--- config.mk ---
export PLATFORM = sky130hd
export DESIGN_NAME = axi_rd_byte_streamer
export DESIGN_NICKNAME = d
export VERILOG_FILES = /design/src/rtl/axi_rd_byte_streamer.sv
export SDC_FILE = /design/constraint.sdc
export NUM_CORES = 1
export LEC_CHECK = 0
export BUFFER_PORTS_ARGS = -buffer_cell sky130_fd_sc_hd__buf_2
export CORE_ASPECT_RATIO = 0.6
export CORE_MARGIN = 5
export CORE_UTILIZATION = 55
export DETAILED_ROUTE_END_ITERATION = 10
export MAX_ROUTING_LAYER = met4
export PLACE_DENSITY = 0.89
export SLEW_MARGIN = 25
export SYNTH_ARGS = -nofsm -noshare
export SYNTH_HDL_FRONTEND = slang
export SYNTH_SLANG_ARGS = --single-unit
--- constraint.sdc ---
create_clock -name clock -period 4.7 [get_ports clock]
set_input_delay 0.47 -clock clock [delete_from_list [all_inputs] [get_ports clock]]
set_output_delay 0.47 -clock clock [all_outputs]
set_load 0.01 [all_outputs]
--- src/rtl/axi_rd_byte_streamer.sv ---
// Block-read sequencer in front of axi_rd: splits a word block into 4 KB-safe bursts
// and unpacks each returned burst into a little-endian byte stream with valid/ready.
module axi_rd_byte_streamer #(
  parameter int          ADDR_WIDTH    = 32,
  parameter int          BUS_WIDTH     = 32,
  parameter int          MAX_BURST_LEN = 4,
  parameter logic [7:0]  RD_ID         = 8'd0
) (
  input  logic                                 clock,
  input  logic                                 reset,
  input  logic                                 start,
  input  logic [ADDR_WIDTH-1:0]                base_addr,
  input  logic [15:0]                          num_words,
  output logic                                 busy,
  output logic                                 done,
  output logic                                 error,
  output logic                                 rd_enable,
  output logic [7:0]                           rd_id,
  output logic [ADDR_WIDTH-1:0]                rd_addr,
  output logic [3:0]                           rd_burst_len,
  output logic [2:0]                           rd_burst_size,
  input  logic [MAX_BURST_LEN*BUS_WIDTH-1:0]   rd_data,
  input  logic [1:0]                           rd_status,
  output logic [7:0]                           out_data,
  output logic                                 out_valid,
  input  logic                                 out_ready
);

  localparam int BPB       = BUS_WIDTH / 8;
  localparam int SIZE      = $clog2(BPB);
  localparam int BUF_BYTES = MAX_BURST_LEN * BPB;
  localparam int IDX_W     = $clog2(BUF_BYTES + 1);
  localparam int BUF_W     = MAX_BURST_LEN * BUS_WIDTH;
  localparam logic [ADDR_WIDTH-1:0] ALIGN_MASK = ~(ADDR_WIDTH'(BPB - 1));

  localparam logic [2:0] ST_IDLE   = 3'd0;
  localparam logic [2:0] ST_REQ    = 3'd1;
  localparam logic [2:0] ST_WAIT   = 3'd2;
  localparam logic [2:0] ST_DRAIN  = 3'd3;
  localparam logic [2:0] ST_FINISH = 3'd4;

  logic [2:0]            state_r;
  logic [ADDR_WIDTH-1:0] addr_r;
  logic [15:0]           remaining_r;
  logic [4:0]            beats_r;
  logic [IDX_W-1:0]      last_idx_r;
  logic [IDX_W-1:0]      byte_idx_r;
  logic [BUF_W-1:0]      buf_r;

  logic [12:0]           page_words_s;
  logic [4:0]            cap_s;
  logic [4:0]            beats_s;
  logic [IDX_W-1:0]      last_idx_s;
  logic [IDX_W-1:0]      next_idx_s;
  logic [BUF_W-1:0]      buf_shift_s;

  assign rd_id         = RD_ID;
  assign rd_burst_size = 3'(SIZE);

  // Burst sizing: limited by words left, MAX_BURST_LEN and the distance to the next 4 KB page.
  always_comb begin
    page_words_s = (13'h1000 - {1'b0, addr_r[11:0]}) >> SIZE;
    cap_s        = (remaining_r > 16'(MAX_BURST_LEN)) ? 5'(MAX_BURST_LEN) : remaining_r[4:0];
    beats_s      = ({8'd0, cap_s} > page_words_s) ? page_words_s[4:0] : cap_s;
    last_idx_s   = IDX_W'(({27'd0, beats_s} << SIZE) - 32'd1);
    next_idx_s   = byte_idx_r + IDX_W'(1);
    buf_shift_s  = buf_r >> {next_idx_s, 3'b000};
  end

  // Job sequencer, axi_rd handshake and byte-stream output registers.
  always_ff @(posedge clock) begin
    if (reset) begin
      state_r      <= ST_IDLE;
      addr_r       <= '0;
      remaining_r  <= 16'd0;
      beats_r      <= 5'd0;
      last_idx_r   <= '0;
      byte_idx_r   <= '0;
      buf_r        <= '0;
      busy         <= 1'b0;
      done         <= 1'b0;
      error        <= 1'b0;
      rd_enable    <= 1'b0;
      rd_addr      <= '0;
      rd_burst_len <= 4'd0;
      out_data     <= 8'd0;
      out_valid    <= 1'b0;
    end else begin
      done <= 1'b0;
      case (state_r)
        ST_IDLE: begin
          if (start) begin
            addr_r      <= base_addr & ALIGN_MASK;
            remaining_r <= num_words;
            error       <= 1'b0;
            busy        <= 1'b1;
            state_r     <= (num_words == 16'd0) ? ST_FINISH : ST_REQ;
          end
        end
        ST_REQ: begin
          if (rd_status == 2'd0) begin
            rd_addr      <= addr_r;
            rd_burst_len <= 4'(beats_s - 5'd1);
            beats_r      <= beats_s;
            last_idx_r   <= last_idx_s;
            rd_enable    <= 1'b1;
            state_r      <= ST_WAIT;
          end
        end
        ST_WAIT: begin
          if (rd_status[1]) begin
            rd_enable   <= 1'b0;
            buf_r       <= rd_data;
            addr_r      <= addr_r + (ADDR_WIDTH'(beats_r) << SIZE);
            remaining_r <= remaining_r - 16'(beats_r);
            // Status 3 abandons the rest of the job; the captured bytes are never shown.
            if (rd_status[0]) begin
              error   <= 1'b1;
              state_r <= ST_FINISH;
            end else begin
              byte_idx_r <= '0;
              out_data   <= rd_data[7:0];
              out_valid  <= 1'b1;
              state_r    <= ST_DRAIN;
            end
          end
        end
        ST_DRAIN: begin
          if (out_ready) begin
            if (byte_idx_r == last_idx_r) begin
              out_valid <= 1'b0;
              state_r   <= (remaining_r != 16'd0) ? ST_REQ : ST_FINISH;
            end else begin
              byte_idx_r <= next_idx_s;
              out_data   <= buf_shift_s[7:0];
            end
          end
        end
        ST_FINISH: begin
          done    <= 1'b1;
          busy    <= 1'b0;
          state_r <= ST_IDLE;
        end
        default: begin
          state_r <= ST_IDLE;
        end
      endcase
    end
  end

endmodule

==> qor.csv <==
stage,metric,value,unit
routing,wire length on met2,14.7,mm
synth,count of cell types in the netlist,66,
clocking,Hold Buf Count CTS,0,
critical_path,Crit Path Class,flip-flop to flip-flop,
finish,Non-Filler Instances,1877,
synth,Syn Std Cell Area,0.0116,mm2
sta,highest clock rate,0.235,GHz
finish,footprint of the multi-input gates,0.00626,mm2
sta,Tmin final,4250,ps
critical_path,Worst setup SP type,flip-flop,
critical_path,Reg2Reg Depth,13,
routing,M1 WL,15.8,mm
critical_path,RR Endpoint,rd_burst_len[2],
routing,Met3 Wirelength,3.71,mm
routing,detailed-router iteration count before antenna repair,5,
critical_path,CP arrival,4620,ps
power_and_ir_drop,Peak VDD IR,0.000262,V
placed_design,Post-DP Area,0.0127,mm2
synth,total number of yosys warnings,0,
global_route,Tot GR Track Use,28.5,%
routing,wire length per cell,18.7,um
sta,Fin Clk Skew,9.74,ps
floorplan,Die Area,0.0241,mm2
critical_path,crit-path cells,or4_4 -> or4_4 -> or2_1 -> ha_1 -> nand4_1 -> nor2_1 -> a211oi_1 -> or4_1 -> mux2i_1 -> ha_1 -> or3_1 -> a21oi_1 -> nor4b_1,
synth,post-synth top area share,40.7,%
critical_path,R2R Setup Slk,450,ps
critical_path,worst-path maximum fanout,7,
clocking,CTS sink count,235,
placed_design,Detail Placement HPWL,24.5,mm
clocking,CTS H-tree lvls,1,
run,max-cap violations,0,
clocking,Post-CTS Setup Repair Bufs,0,
placed_design,# placed instances,1834,
clocking,Max Buffers Root-to-Sink,3,
floorplan,Die W,197,um
floorplan,initial core utilization,55.5,%
critical_path,required time of the critical path,5070,ps
clocking,cts repair resizes,0,
synth,post-synthesis register bit count,235,
floorplan,Rows,41,
sta,final period utilization,90.4,%
critical_path,Critical Path Start,remaining_r[8],
routing,WL final,35.2,mm
finish,nets,1783,
finish,P&R area growth vs syn,16.3,%
clocking,CTS tree,yes,
floorplan,IO Pins,242,
placed_design,IO Port Bufs,226,
hold_path,HP Class,primary input to flip-flop,
power_and_ir_drop,total power,6650,uW
routing,vias,11343,
critical_path,crit path buf inv count,0,
sta,unrepaired setup endpoints after global routing,false,
floorplan,height of the die,122,um
critical_path,Crit path largest cell delay,630,ps
hold_path,Min-Delay Path Depth,3,
critical_path,"slowest stage cell, crit path",or4_1,
sta,"Hold Vio Cnt, Final",0,
routing,Residual DRC,0,
sta,setup TNS,0,ps
synth,sequential share of the synthesized area,40.7,%
finish,Final Cell Area,0.0134,mm2
clocking,clock-pin slew on the worst setup and hold paths,70,ps
clocking,root buffer cell,clkbuf_16,
hold_path,Hold EP,buf_r[107],
routing,DR top layer,met4,
global_route,number of global-route vias before repair,10477,
sta,Slew headroom,28.3,%
placed_design,GPL Wtd Cong,0.928,
synth,largest area contributor in the netlist,dfxtp_1,
global_route,first-pass GRT wire length,54.7,mm
finish,share of layout cells above drive strength 1,20.3,%
critical_path,crit end category,flip-flop,
clocking,cts bufs inserted,23,
run_status,outcome,"complete, no violations",
routing,Post-DRT Antenna Nets,0,
routing,first-iteration detailed-routing DRC count,1397,
sta,Worst Tran Pin Value,1060,ps
sta,max-slew violations,0,
synth,dominant synthesized flop cell,dfxtp_1,
power_and_ir_drop,leakage,0.00507,uW
synth,Post-synth EDFFs,0,
routing,routed vias/inst,6.04,
finish,fillers,1735,
synth,"top cells by area, synth","dfxtp_1 41%, nand2_1 13%, a21oi_1 8.1%",
finish,register area,0.00471,mm2
global_route,Overflow after GRT,0,
synth,syn avg cell area,8.06,um2
power_and_ir_drop,pwr/cell area,495,mW/mm2
floorplan,Core Footprint,0.0208,mm2
global_route,initial antenna violation count,5,
sta,final setup violation count,0,
clocking,clock latency on the worst-skew pair,500,ps
critical_path,Top delay family on crit path,simple AND/OR/NAND/NOR gates,
global_route,largest net degree at the start of global routing,130,
sta,final hold slack,201,ps
hold_path,hold path startpoint,rd_data[107],
critical_path,r2r startpoint,remaining_r[8],
synth,async set-reset flop share out of synthesis,0,%
synth,Syn Inst Count,1434,
[per-stage QoR]
| step | util [%] | setup WS [ps] |
|---|---|---|
| after global placement | 61.0 | 506 |
| final | 64.6 | 450 |
| after global routing | 64.6 | 188 |
| after floorplan | - | 774 |
| after CTS | 64.5 | 453 |
| after detailed placement | 61.0 | 466 |
[sequential cells by signal, indices dropped and copies added (netlist names)]
name / flops
beats_r: 5
rd_addr: 30
buf_r: 128
rd_burst_len: 4
out_data: 8
remaining_r: 16
done: 1
error: 1
byte_idx_r: 5
rd_enable: 1
busy: 1
out_valid: 1
addr_r: 30
last_idx_r: 1
state_r: 3
[where the power goes]
part           switching [uW]  internal [uW]  total (uW)
sequential                333           2300        2630
clock                     768           1060        1830
combinational            1400            802        2200
total                    2500           4150        6650
[final cells by class]
cell class	instances	area share (%)
Clock inverter	5	0.391
Clock buffer	33	5.08
Inverter	25	0.698
Multi-Input combinational cell	1052	46.5
Timing Repair Buffer	243	9.59
Sequential cell	235	35.0
Antenna cell	5	0.0931
Tap cell	279	2.60
[worst register-to-register path, stage by stage, from the launching register on]
cell and delay [ps]:
dfxtp_1 360, or4_4 590, or4_4 450, or2_1 360
ha_1 350, nand4_1 150, nor2_1 140, a211oi_1 80
or4_1 630, mux2i_1 190, ha_1 230, or3_1 370
a21oi_1 150, nor4b_1 70
[cells in the mapped netlist, types with 16 or more instances]
library cell	count
ha_1	19
mux4_2	32
a21oi_1	188
and3_1	16
nand2_1	387
a211oi_1	37
mux2i_1	32
nor2_1	43
buf_4	17
clkbuf_1	102
dfxtp_1	235
nand3_1	30
inv_1	25
nor3_1	39
o21ai_0	20
[worst max-delay path by stage]
stage	end	slack, ps	cells after the start
floorplan	rd_burst_len[2]	770	14
global placement	rd_burst_len[2]	510	13
detailed placement	rd_burst_len[2]	470	13
CTS	rd_burst_len[2]	450	13
global route	rd_burst_len[2]	190	13
finish	rd_burst_len[2]	450	13
[metal layers]
| metal | vias up | global-route usage [%] |
|---|---|---|
| met3 | 84 | 6.86 |
| met5 | - | - |
| met1 | 5344 | 42.0 |
| met2 | 587 | 39.2 |
| met4 | 0 | 7.23 |
| li1 | 5328 | - |
[cells by family after synthesis]
logic type	count (synthesis)	share of synthesized area, %
simple gates	591	22.4
compound gates	344	18.2
flops	235	40.7
buf+inv	160	5.93
mux	65	9.10
fa+ha+maj	21	2.40
xor+xnor	16	1.21
other cells	2	0.0650
[placed cells by master (no fill, tap or decap), drive strengths merged, types with 7 or more instances in the layout]
cell type    n
mux4        32
dfxtp      235
o21ai       21
buf        243
a21oi      188
nor3        40
o31ai        7
or4          7
a221oi      12
mux2i       32
nor4        15
inv         25
and3        16
xor2         7
clkbuf      33
nand2      387
a31oi       14
or3         14
nor2        43
nand4       11
ha          19
nor2b       11
a211oi      37
xnor2        9
a2111oi     10
nand3       30
conb        15
No activity file was read; power rests on OpenSTA's default activity.
